`src/rtl/status_irq_ctrl_if.sv`:
```
// Host register-bus bundle for status_irq_ctrl.
// master = host side, slave = controller side.
interface status_irq_ctrl_if #(
    parameter int unsigned Channels = 4
);
    logic                  we_i;
    logic [Channels-1:0]   enable_i;
    logic                  clr_i;
    logic [Channels-1:0]   clr_mask_i;
    logic                  read_i;
    logic [Channels-1:0]   enable_o;
    logic [Channels-1:0]   pending_o;
    logic [Channels-1:0]   overflow_o;
    logic [3*Channels-1:0] status_o;
    logic                  irq_o;
    logic                  holdoff_active_o;

    modport master (
        output we_i, enable_i, clr_i, clr_mask_i, read_i,
        input  enable_o, pending_o, overflow_o, status_o,
        input  irq_o, holdoff_active_o
    );

    modport slave (
        input  we_i, enable_i, clr_i, clr_mask_i, read_i,
        output enable_o, pending_o, overflow_o, status_o,
        output irq_o, holdoff_active_o
    );
endinterface

```
`src/rtl/status_irq_ctrl.sv`:
```
// Status/interrupt controller: per-channel edge/level triggers,
// sticky pending + overflow, W1C / clear-on-read, irq holdoff.
module status_irq_ctrl #(
    parameter int unsigned       Channels      = 4,
    parameter logic [Channels-1:0] EdgeMask    = '0,
    parameter logic [Channels-1:0] ResetEnable = '0,
    parameter bit                ClearOnRead   = 1'b1,
    parameter int unsigned       HoldoffCycles = 0
) (
    input  logic                clk_i,
    input  logic                rst_i,
    input  logic [Channels-1:0] event_i,
    status_irq_ctrl_if.slave    bus
);

    localparam int unsigned CntW =
        (HoldoffCycles > 0) ? $clog2(HoldoffCycles + 1) : 1;
    localparam logic [CntW-1:0] CntLoad = CntW'(HoldoffCycles);
    localparam bit HoldoffOn = (HoldoffCycles > 0);

    logic [Channels-1:0] prev_q;
    logic [Channels-1:0] en_q;
    logic [Channels-1:0] pend_q;
    logic [Channels-1:0] ovf_q;
    logic [CntW-1:0]     cnt_q;
    logic                act_q;

    logic [Channels-1:0] trig;
    logic [Channels-1:0] clr_pend;
    logic [Channels-1:0] clr_ovf;
    logic [Channels-1:0] pend_d;
    logic [Channels-1:0] ovf_d;
    logic [Channels-1:0] en_d;
    logic [CntW-1:0]     cnt_d;
    logic                active;
    logic                fall;
    logic                rd_clr;

    // Edge channels fire once per rising edge; level channels follow input.
    always_comb begin
        trig = (event_i & ~prev_q & EdgeMask)
             | (event_i & ~EdgeMask);
    end

    // Read-clear only touches bits visible as 1 in status_o.
    always_comb begin
        rd_clr   = ClearOnRead && bus.read_i;
        clr_pend = '0;
        clr_ovf  = '0;
        if (bus.clr_i) begin
            clr_pend = clr_pend | bus.clr_mask_i;
            clr_ovf  = clr_ovf | bus.clr_mask_i;
        end
        if (rd_clr) begin
            clr_pend = clr_pend | pend_q;
            clr_ovf  = clr_ovf | ovf_q;
        end
    end

    // Enabled: sticky with set-wins. Disabled: transparent.
    always_comb begin
        pend_d = '0;
        ovf_d  = '0;
        for (int c = 0; c < Channels; c++) begin
            if (en_q[c]) begin
                pend_d[c] = trig[c] | (pend_q[c] & ~clr_pend[c]);
                ovf_d[c]  = (trig[c] & pend_q[c])
                          | (ovf_q[c] & ~clr_ovf[c]);
            end else begin
                pend_d[c] = trig[c];
                ovf_d[c]  = 1'b0;
            end
        end
    end

    always_comb begin
        en_d = en_q;
        if (bus.we_i) begin
            en_d = bus.enable_i;
        end
    end

    always_comb begin
        active = |(pend_q & en_q);
        fall   = act_q & ~active;
    end

    // Load on a registered fall so irq stays low for HoldoffCycles
    // full cycles after the one in which it dropped.
    always_comb begin
        cnt_d = cnt_q;
        if (HoldoffOn && fall) begin
            cnt_d = CntLoad;
        end else if (cnt_q != '0) begin
            cnt_d = cnt_q - CntW'(1);
        end
    end

    always_ff @(posedge clk_i or posedge rst_i) begin
        if (rst_i) begin
            prev_q <= '0;
            en_q   <= ResetEnable;
            pend_q <= '0;
            ovf_q  <= '0;
            cnt_q  <= '0;
            act_q  <= 1'b0;
        end else begin
            prev_q <= event_i;
            en_q   <= en_d;
            pend_q <= pend_d;
            ovf_q  <= ovf_d;
            cnt_q  <= cnt_d;
            act_q  <= active;
        end
    end

    always_comb begin
        bus.enable_o         = en_q;
        bus.pending_o        = pend_q;
        bus.overflow_o       = ovf_q;
        bus.status_o         = {ovf_q, en_q, pend_q};
        bus.irq_o            = active & (cnt_q == '0);
        bus.holdoff_active_o = (cnt_q != '0);
    end

endmodule
```
`src/flat_wrapper.sv`:
```
// flat-port wrapper written by rule: the top's interface ports become plain ports
module status_irq_ctrl_flat 
#(
    parameter int unsigned       Channels      = 4,
    parameter logic [Channels-1:0] EdgeMask    = '0,
    parameter logic [Channels-1:0] ResetEnable = '0,
    parameter bit                ClearOnRead   = 1'b1,
    parameter int unsigned       HoldoffCycles = 0
)
  (clk_i, rst_i, event_i, bus_we_i, bus_enable_i, bus_clr_i, bus_clr_mask_i, bus_read_i, bus_enable_o, bus_pending_o, bus_overflow_o, bus_status_o, bus_irq_o, bus_holdoff_active_o);
  status_irq_ctrl_if #(.Channels(Channels)) bus_i ();
  input  logic clk_i;
  input  logic rst_i;
  input  logic [Channels-1:0] event_i;
  input wire logic [$bits(bus_i.we_i)-1:0] bus_we_i;
  input wire logic [$bits(bus_i.enable_i)-1:0] bus_enable_i;
  input wire logic [$bits(bus_i.clr_i)-1:0] bus_clr_i;
  input wire logic [$bits(bus_i.clr_mask_i)-1:0] bus_clr_mask_i;
  input wire logic [$bits(bus_i.read_i)-1:0] bus_read_i;
  output wire logic [$bits(bus_i.enable_o)-1:0] bus_enable_o;
  output wire logic [$bits(bus_i.pending_o)-1:0] bus_pending_o;
  output wire logic [$bits(bus_i.overflow_o)-1:0] bus_overflow_o;
  output wire logic [$bits(bus_i.status_o)-1:0] bus_status_o;
  output wire logic [$bits(bus_i.irq_o)-1:0] bus_irq_o;
  output wire logic [$bits(bus_i.holdoff_active_o)-1:0] bus_holdoff_active_o;
  assign bus_i.we_i = bus_we_i;
  assign bus_i.enable_i = bus_enable_i;
  assign bus_i.clr_i = bus_clr_i;
  assign bus_i.clr_mask_i = bus_clr_mask_i;
  assign bus_i.read_i = bus_read_i;
  assign bus_enable_o = bus_i.enable_o;
  assign bus_pending_o = bus_i.pending_o;
  assign bus_overflow_o = bus_i.overflow_o;
  assign bus_status_o = bus_i.status_o;
  assign bus_irq_o = bus_i.irq_o;
  assign bus_holdoff_active_o = bus_i.holdoff_active_o;
  status_irq_ctrl #(.Channels(Channels), .EdgeMask(EdgeMask), .ResetEnable(ResetEnable), .ClearOnRead(ClearOnRead), .HoldoffCycles(HoldoffCycles)) u_core (.clk_i(clk_i), .rst_i(rst_i), .event_i(event_i), .bus(bus_i));
endmodule
```
`config.mk`:
```
export PLATFORM = sky130hd
export DESIGN_NAME = status_irq_ctrl_flat
export DESIGN_NICKNAME = d
export VERILOG_FILES = /design/src/rtl/status_irq_ctrl_if.sv /design/src/rtl/status_irq_ctrl.sv /design/src/flat_wrapper.sv
export SDC_FILE = /design/constraint.sdc
export NUM_CORES = 1
export LEC_CHECK = 0
export CAP_MARGIN = 15
export CORE_MARGIN = 2
export CORE_UTILIZATION = 35
export DETAILED_ROUTE_END_ITERATION = 16
export HOLD_SLACK_MARGIN = 0.05
export PLACE_DENSITY = 0.79
export SLEW_MARGIN = 40
export SYNTH_ARGS = -nofsm -noshare
export SYNTH_HDL_FRONTEND = slang
export SYNTH_SLANG_ARGS = --single-unit
```
`constraint.sdc`:
```
create_clock -name clk_i -period 1.5 [get_ports clk_i]
set_input_delay 0.3 -clock clk_i [delete_from_list [all_inputs] [get_ports clk_i]]
set_output_delay 0.3 -clock clk_i [all_outputs]
set_load 0.005 [all_outputs]
```
==> results of run 1 <==
metal layers:
metal | part of all wire [%] | vias to the layer above
li1 | - | 249
met1 | 41 | 262
met2 | 51 | 22
met3 | 8.3 | 2
met4 | 0.57 | 0
met5 | 0 | -
where the power goes:
group          switching [W]  internal [W]  leakage [nW]  total [W]
clock network      0.0000974     0.0000925        0.0138   0.000190
registers          0.0000216      0.000350         0.146   0.000372
logic              0.0000865      0.000165         0.342   0.000252
total               0.000206      0.000608         0.501   0.000814
state kept, by name (all words and copies together) (netlist names):
register and flops:
u_core.bus.enable_o 4, u_core.bus.overflow_o 4, u_core.bus.pending_o 4
placed cells by master (no fill, tap or decap), types with 2 or more instances in the layout:
cell type         n
clkbuf_4          3
dlymetal6s2s_1    2
and3_1            4
dfrtp_1          12
a31o_1            8
clkdlybuf4s50_1  22
dlygate4sd2_1    15
a21oi_1           4
mux2_2            3
buf_4             7
buf_6             3
clkdlybuf4s15_1   2
cell type report:
class / instances / area share [%]
repair buffers: 51 / 47.48
flip-flops and latches: 12 / 29.52
multi-input cells: 24 / 18.45
clock buffers: 3 / 2.214
well taps: 16 / 1.968
inverters: 1 / 0.3690
repair_timing:
item / in CTS / in global routing
pin swaps: 1 / 0
gates resized for setup: 21 / 4
endpoints found under the hold margin: 0 / 0
hold buffers: 0 / 0
setup buffers: 2 / 1
setup endpoints to repair: 17 / 4
cell families (layout without fill, tap and decap cells):
kind of cell,count (synthesis),in the layout
simple gates,5,5
buf+inv,14,55
compound gates,14,14
flops,12,12
mux,4,4
other cells,1,1
Yosys cell counts, drive strengths merged:
cell type,number
a21oi,4
a22oi,2
a31o,8
and3,4
buf,13
conb,1
dfrtp,12
inv,1
mux2,4
nand2,1
worst reg2reg max path, cell delays in order, from the launching register on:
cell and delay, ns:
dfrtp_1 0.41, buf_6 0.13, buf_4 0.14, and3_1 0.14
a31o_1 0.17
path summary, 6_finish.rpt:
| path | start | to | slack [ns] | cells past startpoint |
|---|---|---|---|---|
| max | u_core.bus.enable_o[0] | bus_status_o[4] | 0.05 | 3 |
| min | rst_i | u_core.bus.enable_o[0] | 0.35 | 2 |
| max reg2reg | u_core.bus.enable_o[0] | u_core.bus.overflow_o[0] | 0.40 | 4 |
| min reg2reg | u_core.bus.overflow_o[0] | u_core.bus.overflow_o[0] | 0.53 | 1 |
| max in group asynchronous | rst_i | u_core.bus.pending_o[3] | 0.84 | 2 |
| min in group clk_i | u_core.bus.overflow_o[0] | u_core.bus.overflow_o[0] | 0.53 | 1 |
stage by stage:
stage               std cells  setup slack, ns  total power [W]
global placement          101           0.1190        0.0006358
floorplan                  50           0.5350        0.0004762
global route              107         0.002082        0.0008577
CTS                       106         0.006106        0.0008169
finish                    107          0.05073        0.0008135
detailed placement        101           0.1135        0.0006396
==> qor.yml, run 1 <==
synthesis:
  ys_seq_area_share_pct: 51.39
  ys_ff_latch: 12
  synth_cell_type_count: 11
  synth_xor_area_share_pct: 0
  synth_area_leaders: "dfrtp_1 51%, buf_4 17%, a31o_1 12%"
  synth_top_area_cell: "dfrtp_1"
  avgSynthCellArea_um2: 11.69
  synth_nets: 67
  synth.area.mux_share_pct: 7.709
  synth_top_area_share_pct: 51.39
  synth_top_family_by_area: "compound AO/OA/AOI/OAI gates"
  synthAdderAreaFrac_pct: 0
  yosysWarnings: 0
  synthSimpleGateAreaFrac_pct: 4.925
  syn_area_um2: 584.3
  synthCells: 50
  synth-compound-area-share_pct: 17.99
global_routing:
  met3_usage_pct: 5.200
  grt_pass1_wl_um: 2463
  first_global_vias: 562
  antenna_found_initial: 0
  use_met2_pct: 29.57
  grt_overflow: 0
  top_usage_layer: "met2"
  grt_start_max_net_pins: 13
  grt_use_met1_pct: 20.46
  grtUsageTotal_pct: 17.38
cells_and_area:
  areaGrowthSynthToFinish_pct: 74.09
  register_area_um2: 300.3
  final_core_util_pct: 65.99
  layout-drive-gt1-share_pct: 18.68
  insertedDiodeCount: 0
  multi_input_area_um2: 187.7
  n_fill_cell: 138
  fin_nets: 110
  design_area_um2: 1017
clock_network:
  clk_latency_ns: 0.26
  clk_pin_slew_worst_paths_ns: 0.07
  cts_tree: "built"
  clockBufferDepth: 2
  cts_sinks: 12
  root_buffer: "clkbuf_4"
  cts_buffers: 3
  htree_num_levels: 1
place:
  hpwlAfterDp_um: 1170
  port_buffers: 41
  placed_cell_area_um2: 969.7
  gp_congestion: 0.7295
setup_path:
  path_cells: "buf_6 -> buf_4 -> clkdlybuf4s15_1"
  start_kind: "register"
  worstSetupPathType: "reg -> out"
  worstPathRequired_ns: 1.20
  worst_path_max_delay_cell: "dfrtp_1"
  critical_path_buf_inv_count: 3
  path_max_fanout: 5
  critical-path-top-delay-family: "buffers and inverters"
  critPathCaptureType: "output port"
  critPathArrivalTime_ns: 1.15
  cp_slowest_stage_delay_ns: 0.41
sta:
  max_freq_mhz: 690.0
  finalHoldViolations: 0
  fin_setup_tns_ns: 0
  setup-violations-final: 0
  period_share_pct: 96.62
  rsz0062_at_grt: "false"
  whs_ns: 0.3455
  final_max_slew_viol_count: 0
  skew_ns: 0.0004747
  final.min_clock_period_ns: 1.449
detailed_routing:
  dr_total_vias: 535
  drtPass1Iterations: 3
  wl_per_cell_um: 14.78
  first_iter_violations: 3
  antenna_left: 0
  viasPerCell: 5.000
  wl_um: 1581
  drcViolationCount: 0
power:
  power.leakage_nw: 0.5011
  power.density_nw_per_um2: 799.7
  peakVddDrop_mv: 0.4701
outcome:
  status: "complete, no violations"
floorplan:
  io_pins: 43
  row_count: 14
  design.core.area_um2: 1541
  start_util_pct: 37.91
  die_y_um: 44.86
  die_width_um: 44.86
  die_area_um2: 2012
hold_path:
  hp-class: "in -> async"
job:
  cap_violations: 0
No activity file was read; power rests on OpenSTA's default activity.
==> run 2, diff against run 1 <==
--- a/config.mk
+++ b/config.mk
@@ -10,7 +10,7 @@
 export CORE_UTILIZATION = 35
 export DETAILED_ROUTE_END_ITERATION = 16
 export HOLD_SLACK_MARGIN = 0.05
-export PLACE_DENSITY = 0.79
+export PLACE_DENSITY_LB_ADDON = 0.25
 export SLEW_MARGIN = 40
 export SYNTH_ARGS = -nofsm -noshare
 export SYNTH_HDL_FRONTEND = slang
==> run 2 against run 1 <==
Die area stayed put. Fmax decreased by 2.7%. Sequential power about the same. Sequential share of layout area is 0.88 points lower. Via count up 9.0%. Wire length rose by 6.3%. Critical path type unchanged. Critical endpoint is now bus_irq_o.
==> qor.yml, run 2 (synthesis results as in run 1) <==
outcome:
  status: "complete, no violations"
cells_and_area:
  fin_nets: 115
  most-common-layout-cells: "23 x clkdlybuf4s50_1, 15 x dlygate4sd2_1, 13 x buf_4"
  mostFrequentLayoutCell: "clkdlybuf4s50_1"
  n_fill_cell: 141
  layout-drive-gt1-share_pct: 22.92
  areaGrowthSynthToFinish_pct: 79.44
  insertedDiodeCount: 0
  final_cells: 112
global_routing:
  first_global_vias: 578
  grtUsageTotal_pct: 18.68
  antenna_found_initial: 0
  grt_pass1_wl_um: 2608
  grt_overflow: 0
  grt_start_max_net_pins: 13
floorplan:
  die_area_um2: 2012
  design.core.area_um2: 1541
  row_count: 14
  die_width_um: 44.86
  start_util_pct: 37.91
  io_pins: 43
  die_y_um: 44.86
detailed_routing:
  drtPass1Iterations: 5
  viasPerCell: 5.205
  wl_per_cell_um: 15.00
  drcViolationCount: 0
  first_iter_violations: 7
  antenna_left: 0
  dr_total_vias: 583
  wl_um: 1680
setup_path:
  path_cells: "buf_4 -> a22oi_2 -> nand2_1 -> clkdlybuf4s15_1"
  cp_slowest_stage_delay_ns: 0.39
  start_kind: "register"
  worstPathRequired_ns: 1.20
  worst_path_max_delay_cell: "dfrtp_1"
  startpoint: "u_core.bus.enable_o[3]"
  critical_path_buf_inv_count: 2
  path_max_fanout: 2
  cp-endpoint: "bus_irq_o"
  r2r_start: "u_core.bus.enable_o[2]"
  critical-path-top-delay-family: "flip-flops"
  cp.depth: 4
  critPathCaptureType: "output port"
  critPathArrivalTime_ns: 1.19
  worstSetupPathType: "reg -> out"
  r2r_cells: 5
  r2r-end: "u_core.bus.overflow_o[2]"
  r2r_slack_ns: 0.25
sta:
  skew_ns: 0.003391
  setup-violations-final: 0
  layout_setup_ws_ns: 0.009915
  period_share_pct: 99.34
  finalHoldViolations: 0
  max_freq_mhz: 671.1
  final.min_clock_period_ns: 1.490
  whs_ns: 0.3381
  final_max_slew_viol_count: 0
job:
  cap_violations: 0
place:
  place_ws_ns: 0.1068
  hpwlAfterDp_um: 1207
  port_buffers: 41
  dp_cells: 101
  gp_congestion: 0.7238
clock_network:
  clockBufferDepth: 2
  cts_buffers: 3
  clk_pin_slew_worst_paths_ns: 0.08
  hold_buffers: 0
  clk_latency_ns: 0.26
  htree_num_levels: 1
  cts_sinks: 12
  root_buffer: "clkbuf_4"
  cts_tree: "built"
power:
  power.density_nw_per_um2: 797.8
  power.leakage_nw: 0.5092
  peakVddDrop_mv: 0.5098
hold_path:
  hp-class: "in -> async"
## run 2: cell count changes in the layout (fill, tap and decap cells not counted)
| cell | previous run | this run |
|---|---|---|
| clkdlybuf4s50_1 | 22 | 23 |
| buf_6 | 3 | 2 |
| dlymetal6s2s_1 | 2 | 1 |
| buf_4 | 7 | 13 |
## run 2: final cells by class
type	count	area [um2]	share of cell area, %
Inverter	1	3.754	0.3580
Multi-Input combinational cell	24	187.7	17.90
Sequential cell	12	300.3	28.64
Tap cell	16	20.02	1.909
Clock buffer	3	22.52	2.148
Timing Repair Buffer	56	514.2	49.05
## run 2: through the flow
stage,setup TNS [ns],area (um2),util [%],total power (W)
floorplan,0,584.3,-,0.0004762
global placement,0,969.7,62.91,0.0006333
detailed placement,0,969.7,62.91,0.0006397
CTS,-0.02821,1013,65.75,0.0008281
global route,-0.06567,1049,68.02,0.0008839
finish,0,1049,68.02,0.0008365
## run 2: worst min path at each step
stage | to | start | slack (ns) | depth (start not counted)
floorplan | u_core.bus.enable_o[0] | rst_i | 0.16 | 1
global placement | u_core.bus.overflow_o[1] | u_core.bus.overflow_o[1] | 0.51 | 1
detailed placement | u_core.bus.overflow_o[3] | u_core.bus.overflow_o[3] | 0.53 | 1
CTS | u_core.bus.enable_o[1] | rst_i | 0.35 | 2
global route | u_core.bus.overflow_o[1] | rst_i | 0.37 | 2
finish | u_core.bus.overflow_o[1] | rst_i | 0.34 | 2
## run 2: power breakdown
group,internal (W),switching (W)
sequential,0.000350,0.0000201
combinational,0.000179,0.0000917
clock,0.0000926,0.000102
## run 2: timing repair
action	4_1_cts	5_1_grt
setup buffers	4	4
setup endpoints to repair	17	8
cloned	0	0
gates resized for setup	20	3
## run 2: worst register-to-register path, cell delays in order (launching register included)
cell and delay [ns]:
dfrtp_1 0.41, buf_6 0.13, buf_4 0.13, buf_4 0.14
and3_1 0.14, a31o_1 0.19
## run 2: metal layers
layer	wire length (um)	GRT usage, %	share of wire, %	up-vias
met3	162	5.200	9.6	6
li1	-	-	-	263
met5	0	0	0	-
met4	17	7.059	1.0	0
met2	869	32.46	52	38
met1	631	21.83	38	276
